[src/rtl/mdu_iter.sv]
// Iterative multiply/divide unit: single-cycle 32x32 multiply, 32-cycle restoring divide.
// Optional MDU_DIV_ZERO_FAST_EN: divide by zero bypasses the iteration and completes in one cycle.
module mdu_iter (
    input  logic        clk_i,
    input  logic        rst_i,
    input  logic        start_i,
    input  logic [1:0]  op_i,
    input  logic [31:0] src_a_i,
    input  logic [31:0] src_b_i,
    input  logic        flush_i,
    output logic        busy_o,
    output logic [31:0] new_hi_o,
    output logic [31:0] new_lo_o,
    output logic        w_hi_o,
    output logic        w_lo_o
);

    typedef enum logic [1:0] {
        S_IDLE,
        S_MUL,
        S_DIV,
        S_DONE
    } state_t;

    state_t      r_state;
    state_t      w_state_next;

    logic        r_signed;
    logic [31:0] r_a;
    logic [31:0] r_b;
    logic [31:0] r_rem;
    logic [31:0] r_quo;
    logic [31:0] r_dvs;
    logic [5:0]  r_cnt;
    logic [31:0] r_hi;
    logic [31:0] r_lo;

    logic        w_accept;
    logic        w_in_signed;
    logic [31:0] w_mag_a;
    logic [31:0] w_mag_b;
    logic [63:0] w_prod;
    logic [32:0] w_rem_shift;
    logic        w_rem_ge;
    logic [31:0] w_rem_diff;
    logic [31:0] w_rem_next;
    logic [31:0] w_quo_next;
    logic        w_neg_q;
    logic        w_neg_r;
    logic [31:0] w_div_hi;
    logic [31:0] w_div_lo;

    assign w_accept    = (r_state == S_IDLE) && start_i && !flush_i;
    assign w_in_signed = ~op_i[0];
    assign w_mag_a     = (w_in_signed && src_a_i[31]) ? (32'd0 - src_a_i) : src_a_i;
    assign w_mag_b     = (w_in_signed && src_b_i[31]) ? (32'd0 - src_b_i) : src_b_i;

    // Sign-extending both operands to 64 bits makes one unsigned multiplier serve both modes.
    assign w_prod = {{32{r_signed & r_a[31]}}, r_a} * {{32{r_signed & r_b[31]}}, r_b};

    assign w_rem_shift = {r_rem, r_quo[31]};
    assign w_rem_ge    = (w_rem_shift >= {1'b0, r_dvs});
    assign w_rem_diff  = w_rem_shift[31:0] - r_dvs;
    assign w_rem_next  = w_rem_ge ? w_rem_diff : w_rem_shift[31:0];
    assign w_quo_next  = {r_quo[30:0], w_rem_ge};

    assign w_neg_q  = r_signed && (r_a[31] ^ r_b[31]);
    assign w_neg_r  = r_signed && r_a[31];
    // A zero divisor reports the raw dividend and an all-ones quotient, without sign fixup.
    assign w_div_hi = (r_b == 32'd0) ? r_a :
                      (w_neg_r ? (32'd0 - w_rem_next) : w_rem_next);
    assign w_div_lo = (r_b == 32'd0) ? 32'hFFFF_FFFF :
                      (w_neg_q ? (32'd0 - w_quo_next) : w_quo_next);

    always_ff @(posedge clk_i or negedge rst_i) begin
        if (!rst_i) begin
            r_state <= S_IDLE;
        end else begin
            r_state <= w_state_next;
        end
    end

    always_comb begin
        w_state_next = r_state;
        if (flush_i) begin
            w_state_next = S_IDLE;
        end else begin
            case (r_state)
                S_IDLE: begin
                    if (start_i) begin
                        if (op_i[1]) begin
`ifdef MDU_DIV_ZERO_FAST_EN
                            w_state_next = (src_b_i == 32'd0) ? S_DONE : S_DIV;
`else
                            w_state_next = S_DIV;
`endif
                        end else begin
                            w_state_next = S_MUL;
                        end
                    end
                end
                S_MUL:   w_state_next = S_DONE;
                S_DIV:   w_state_next = (r_cnt == 6'd31) ? S_DONE : S_DIV;
                S_DONE:  w_state_next = S_IDLE;
                default: w_state_next = S_IDLE;
            endcase
        end
    end

    always_ff @(posedge clk_i or negedge rst_i) begin
        if (!rst_i) begin
            r_signed <= 1'b0;
            r_a      <= 32'd0;
            r_b      <= 32'd0;
            r_rem    <= 32'd0;
            r_quo    <= 32'd0;
            r_dvs    <= 32'd0;
            r_cnt    <= 6'd0;
            r_hi     <= 32'd0;
            r_lo     <= 32'd0;
        end else if (w_accept) begin
            r_signed <= w_in_signed;
            r_a      <= src_a_i;
            r_b      <= src_b_i;
            r_rem    <= 32'd0;
            r_quo    <= w_mag_a;
            r_dvs    <= w_mag_b;
            r_cnt    <= 6'd0;
`ifdef MDU_DIV_ZERO_FAST_EN
            if (op_i[1] && (src_b_i == 32'd0)) begin
                r_hi <= src_a_i;
                r_lo <= 32'hFFFF_FFFF;
            end
`endif
        end else if (!flush_i) begin
            if (r_state == S_MUL) begin
                r_hi <= w_prod[63:32];
                r_lo <= w_prod[31:0];
            end else if (r_state == S_DIV) begin
                r_rem <= w_rem_next;
                r_quo <= w_quo_next;
                r_cnt <= (r_cnt == 6'd31) ? 6'd0 : r_cnt + 6'd1;
                if (r_cnt == 6'd31) begin
                    r_hi <= w_div_hi;
                    r_lo <= w_div_lo;
                end
            end
        end
    end

    assign busy_o   = (r_state == S_MUL) || (r_state == S_DIV);
    assign w_hi_o   = (r_state == S_DONE) && !flush_i;
    assign w_lo_o   = (r_state == S_DONE) && !flush_i;
    assign new_hi_o = r_hi;
    assign new_lo_o = r_lo;

endmodule

[config.mk]
export PLATFORM = sky130hd
export DESIGN_NAME = mdu_iter
export DESIGN_NICKNAME = d
export VERILOG_FILES = /design/src/rtl/mdu_iter.sv
export SDC_FILE = /design/constraint.sdc
export NUM_CORES = 2
export LEC_CHECK = 0
export ABC_CLOCK_PERIOD_IN_PS = 8300
export CELL_PAD_IN_SITES_DETAIL_PLACEMENT = 0
export CELL_PAD_IN_SITES_GLOBAL_PLACEMENT = 1
export CORE_MARGIN = 3
export CORE_UTILIZATION = 46
export DETAILED_ROUTE_END_ITERATION = 10
export GPL_ROUTABILITY_DRIVEN = 0
export GPL_TIMING_DRIVEN = 0
export PLACE_DENSITY_LB_ADDON = 0.1
export SYNTH_ARGS = -nofsm -noshare
export SYNTH_HDL_FRONTEND = slang
export SYNTH_SLANG_ARGS = --single-unit
[constraint.sdc]
create_clock -name clk_i -period 8.3 [get_ports clk_i]
set_input_delay 1.66 -clock clk_i [delete_from_list [all_inputs] [get_ports clk_i]]
set_output_delay 1.66 -clock clk_i [all_outputs]
set_load 0.05 [all_outputs]
Word-level counts from Yosys, hierarchy flattened. Cells that the tools add are included.

Equality and inequality tests: 7. Add/subtract/negate cells: 6. Shift operators: 0. Magnitude comparators: 1. Bitwise operators: 6. $mul: 1. Divide/modulo/power cells: 0. Multiplexer cells: 31. Reduce and logical (&&, ||, !) cells: 16.

Operator list (count): 32-bit two-way mux (21); 1-bit by 32-bit subtractor with 32-bit output, first input constant (4); 33-bit by 33-bit multiplier with 64-bit output (1); 33-bit by 32-bit greater-or-equal comparator with 1-bit output (1); 32-bit zero test (1); 32-bit subtractor (1); 6-bit two-way mux (5); 2-bit case mux with 4 select lines (1); 1-bit logical AND (7); 6-bit by 1-bit adder with 6-bit output, second input constant (1); 6-bit by 5-bit == test with 1-bit output, second input constant (1); 2-bit two-way mux (3); 2-bit nonzero test (3); 2-bit == test, second input constant (2); 4-bit AND reduction (1); 3-bit inequality test, second input constant (1); 1-bit NOT (3); 3-bit AND reduction (1); 1-bit AND (2); 2-bit by 1-bit == test with 1-bit output, second input constant (1); 2-bit zero test (1); 2-bit by 1-bit inequality test with 1-bit output, second input constant (1); 2-bit inequality test, second input constant (1); 1-bit zero test (1); other kinds (3) (3).

Output and inout port bits: 67. Bits in writable memories: 0. Latch bits: 0. Memories kept: 0. Word-level logic and storage cells: 78. ROM bits: 0. Flip-flop bits (word level): 233.

Longest topological paths before layout.
Depth after elaboration: 8. Gate-level depth with buffers: 35.

Least setup slack after synthesis. No wires, ideal clock.

Path kind: flip-flop to flip-flop. From: reg r_a[31]. To: reg r_hi[25], in the netlist new_hi_o[25]. Setup slack: -0.205 ns. Arrival time: 8.378 ns. Data required time: 8.174 ns. Stages on the path, launching flop included: 33. Clock period less this slack: 8.505 ns. Cells stage by stage: dfrtp_1 > clkbuf_1 > and2_1 > clkbuf_1 > clkbuf_1 > buf_1 > nand2_1 > inv_1 > fa_1 > inv_1 > fa_1 > inv_1 > fa_1 > fa_1 > inv_1 > fa_1 > inv_1 > fa_1 > inv_1 > fa_1 > fa_1 > inv_1 > ha_1 > a21oi_1 > o21ai_0 > a31o_2 > nor3b_1 > a21oi_1 > a31oi_1 > o21ai_0 > xnor2_1 > nor3_1 > a221o_1.

Cells in the longest elaborated chain, start to end: 6. Elaborated cells between the ends (all ways): 8.

RTL lines: start: declaration (RTL line 29) `logic [31:0] r_a;`; start signal: assignment (RTL line 123) `r_a <= src_a_i;`; branches (longest 5 deep; another with 33-bit by 33-bit multiplier with 64-bit output); 32-bit two-way mux * (RTL line 136) `if (r_state == S_MUL) begin`; end signal: assignment (RTL line 137) `r_hi <= w_prod[63:32];`; end signal: assignment (RTL line 144) `r_hi <= w_div_hi;`; end: declaration (RTL line 35) `logic [31:0] r_hi;`.

Mark *: on every way between the ends. The select of a mux whose other input is x is not followed. A chain may end at the register's enable or synchronous reset.

Final worst setup path.
From: reg r_signed. To: reg r_hi[26], in the netlist new_hi_o[26].

Cells in the longest elaborated chain, start to end: 6. Elaborated cells between the ends (all ways): 9.

RTL lines: start: declaration (RTL line 28) `logic r_signed;`; start signal: assignment (RTL line 122) `r_signed <= w_in_signed;`; branches (longest 5 deep; another with 33-bit by 33-bit multiplier with 64-bit output); 32-bit two-way mux * (RTL line 136).

Marks and branches as above.

==> metrics <==
Startpoint Class=flip-flop; post-synthesis mux area share=less than 1%; Buffers on Ports=roughly 140; DR vias=45400; Core ar.=115000 um^2; largest net degree at the start of global routing=103; Setup crit end kind=flip-flop; status=complete, but fails checks; Slew @ Worst Pin=1.32 ns; drt pass-1 iters=6; max-slew violations=0; Hold Violations, Final=0; Post-DRT Antenna Nets=0; DIE HEIGHT=346 um; area share of the largest cell type after synthesis=42.4%; post-synthesis sequential area ratio=10.9%; fin crit share=104%; XOR/XNOR Fraction of Synth Area=3.41%; post-synthesis cell type count=roughly 80; top post-synthesis cells by area=fa_1, dfrtp_1, inv_1; first-pass GRT wire length=326 mm; DRC=0; vias in the first global route=approximately 47000; RSZ-0062 raised after global routing=true; CP arrival=9.07 ns; CTS tree=done; CP Max Fanout=6; initial antenna violation count=17; Worst Clk Skew=around 0.046 ns; Clock Tree Buf Depth=3; GRT Overall Usage=37.7%; ys async rst share=100%; final worst path period need=8.62 ns; post-DR wirelength/cell=28.4 um; Area Overhead vs Synth=15.1%; post-synthesis compound-gate area fraction=under 10%; die footprint=between 100000 and 150000 um^2; initial cell density of the core=46.4%; EDFF count, synth=0; main combinational cell family by area after synthesis=adder cells; Yosys reg bits=around 230; final net count=just under 8000; YS warnings=0; drt total wl=225 mm; final worst slack=-0.322 ns; Syn Nets=7548; Slowest Stage Delay on Critical Path=0.72 ns; failing checks=setup timing; min-delay worst type=flip-flop to flip-flop; TritonCTS Buffers=26; fmax=116 MHz; # IOs=~140; crit-path most repeated cell=fa_1; htree depth=1; hold_buf cts=0; top-count cell post-synth=inv_1; simple-gate area share of the yosys netlist=16.9%; final core utilization=a little over half; max cap viols=0; Critical Path RT=~8.8 ns; max_slew headroom=a little under an eighth; top_reg_cell synth=dfrtp_1; via density per instance=around 5.7; DR iter-0 viols=4438; CTS Sinks=about 230; Synth Area in Adders=around half; final setup violation count=12; post-synth top area cell=fa_1; Core Rows=124; clk_lat worst skew=0.60 ns; Avg Cell Area, Syn=around 8.7 um^2; slowest CP cell=fa_2; clk root buf=clkbuf_16; die width=346 um; remaining global-route overflow=0; post-detail-place hpwl=between 150 and 200 mm; fraction of layout cells with a size suffix above 1=11.4%; cells after synthesis=about 6100; mapped cell area=approximately 53000 um^2; clk slew on worst S/H paths=roughly 0.06 ns; Fin Setup TNS=-2.06 ns; synth cell count leaders=inv_1, nand2_1, fa_1, and2_1, clkbuf_1; CP Class=flip-flop to flip-flop
==> worst max-delay path, delay by kind of cell, from the launching register on <==
family / cells / cell delay, ns
AO/OA/AOI/OAI: 9 / 1.87
adder cells (fa/ha/maj): 9 / 4.65
buffers and inverters: 10 / 1.15
flip-flops: 1 / 0.47
AND/OR/NAND/NOR: 2 / 0.30
==> state kept, by name, summed over array words and instances, names as in the netlist, 6 cells and up <==
signal	count
new_hi_o	32
new_lo_o	32
r_a	32
r_b	32
r_quo	32
r_rem	32
r_dvs	31
r_cnt	6
==> repair_timing <==
| item | in CTS | in global routing |
|---|---|---|
| pin swaps | 114 | 84 |
| setup endpoints to repair | 45 | 20 |
| cloned | 1 | 0 |
| gates resized for setup | 695 | 100 |
| buffers inserted | 152 | 20 |
==> worst paths after layout <==
| kind | start | endpoint | slack (ns) | depth (start not counted) |
|---|---|---|---|---|
| max | r_signed | new_hi_o[26] | -0.32 | 30 |
| min | new_lo_o[28] | new_lo_o[28] | 0.48 | 1 |
| max reg2reg | r_signed | new_hi_o[26] | -0.32 | 30 |
| min reg2reg | new_lo_o[28] | new_lo_o[28] | 0.48 | 1 |
| max in group asynchronous | rst_i | r_a[23] | 6.32 | 2 |
| min in group asynchronous | rst_i | r_rem[14] | 0.97 | 1 |
==> kinds of logic (layout without fill, tap and decap cells) <==
| family | Yosys count | count (layout) |
|---|---|---|
| xor+xnor | 207 | 207 |
| fa+ha+maj | 1381 | 1381 |
| flops | 232 | 232 |
| mux | 34 | 34 |
| compound gates | 719 | 719 |
| simple gates | 1960 | 1960 |
| other cells | 0 | 15 |
| buf+inv | 1564 | 1849 |
==> layout by cell type (no fill, tap or decap), drive strengths merged, types with 25 or more instances in the layout <==
cell / synthesis / final
and3: 30 / 30
inv: 1183 / 1179
nand3: 38 / 38
nor2: 180 / 180
a21oi: 169 / 169
nor4: 25 / 25
or3: 25 / 25
xor2: 90 / 90
mux2i: 29 / 29
nor2b: 26 / 26
and2: 357 / 357
a211oi: 32 / 32
a31oi: 48 / 48
nor3: 46 / 46
ha: 255 / 255
o21ai: 207 / 207
clkdlybuf4s50: 0 / 134
nand2: 1136 / 1136
clkbuf: 358 / 311
xnor2: 117 / 117
fa: 1126 / 1126
buf: 23 / 210
a21o: 64 / 64
a221oi: 28 / 28
dfrtp: 232 / 232
==> routing by layer <==
| layer | up-vias | wire length, um | global-route usage, % |
|---|---|---|---|
| li1 | 19000 | - | - |
| met1 | 23300 | 85200 | 48.5 |
| met2 | 2343 | 97700 | 56.9 |
| met3 | 641 | 23100 | 9.63 |
| met4 | 6 | 18900 | 23.6 |
| met5 | - | 44 | 0 |
==> stage by stage <==
step / hold slack [ns] / cell area (um^2) / setup WS (ns) / instances
6_report: 0.476 / 61200 / -0.322 / 7909
5_1_grt: 0.501 / 61100 / -0.459 / 7895
4_1_cts: 0.483 / 60700 / -0.257 / 7878
3_5_place_dp: 0.465 / 56400 / -4.20 / 7748
3_3_place_gp: 0.462 / 56400 / -5.15 / 7744
2_1_floorplan: 0.450 / 53100 / 0.0176 / 6097
==> layout make-up <==
| cell class | count | area (um^2) |
|---|---|---|
| clock inverter | 11 | 173 |
| fill | 11000 | 53300 |
| tap | 1512 | 1890 |
| clock buffer | 37 | 752 |
| multi-input combinational | 4301 | 42700 |
| antenna | 15 | 37.5 |
| buffer | 306 | 2250 |
| timing repair buffer | 312 | 2940 |
| inverter | 1183 | 4460 |
| sequential | 232 | 5940 |
Power is not shown: default switching activity piles up to over one toggle a cycle in this logic, so the estimate is an artifact.
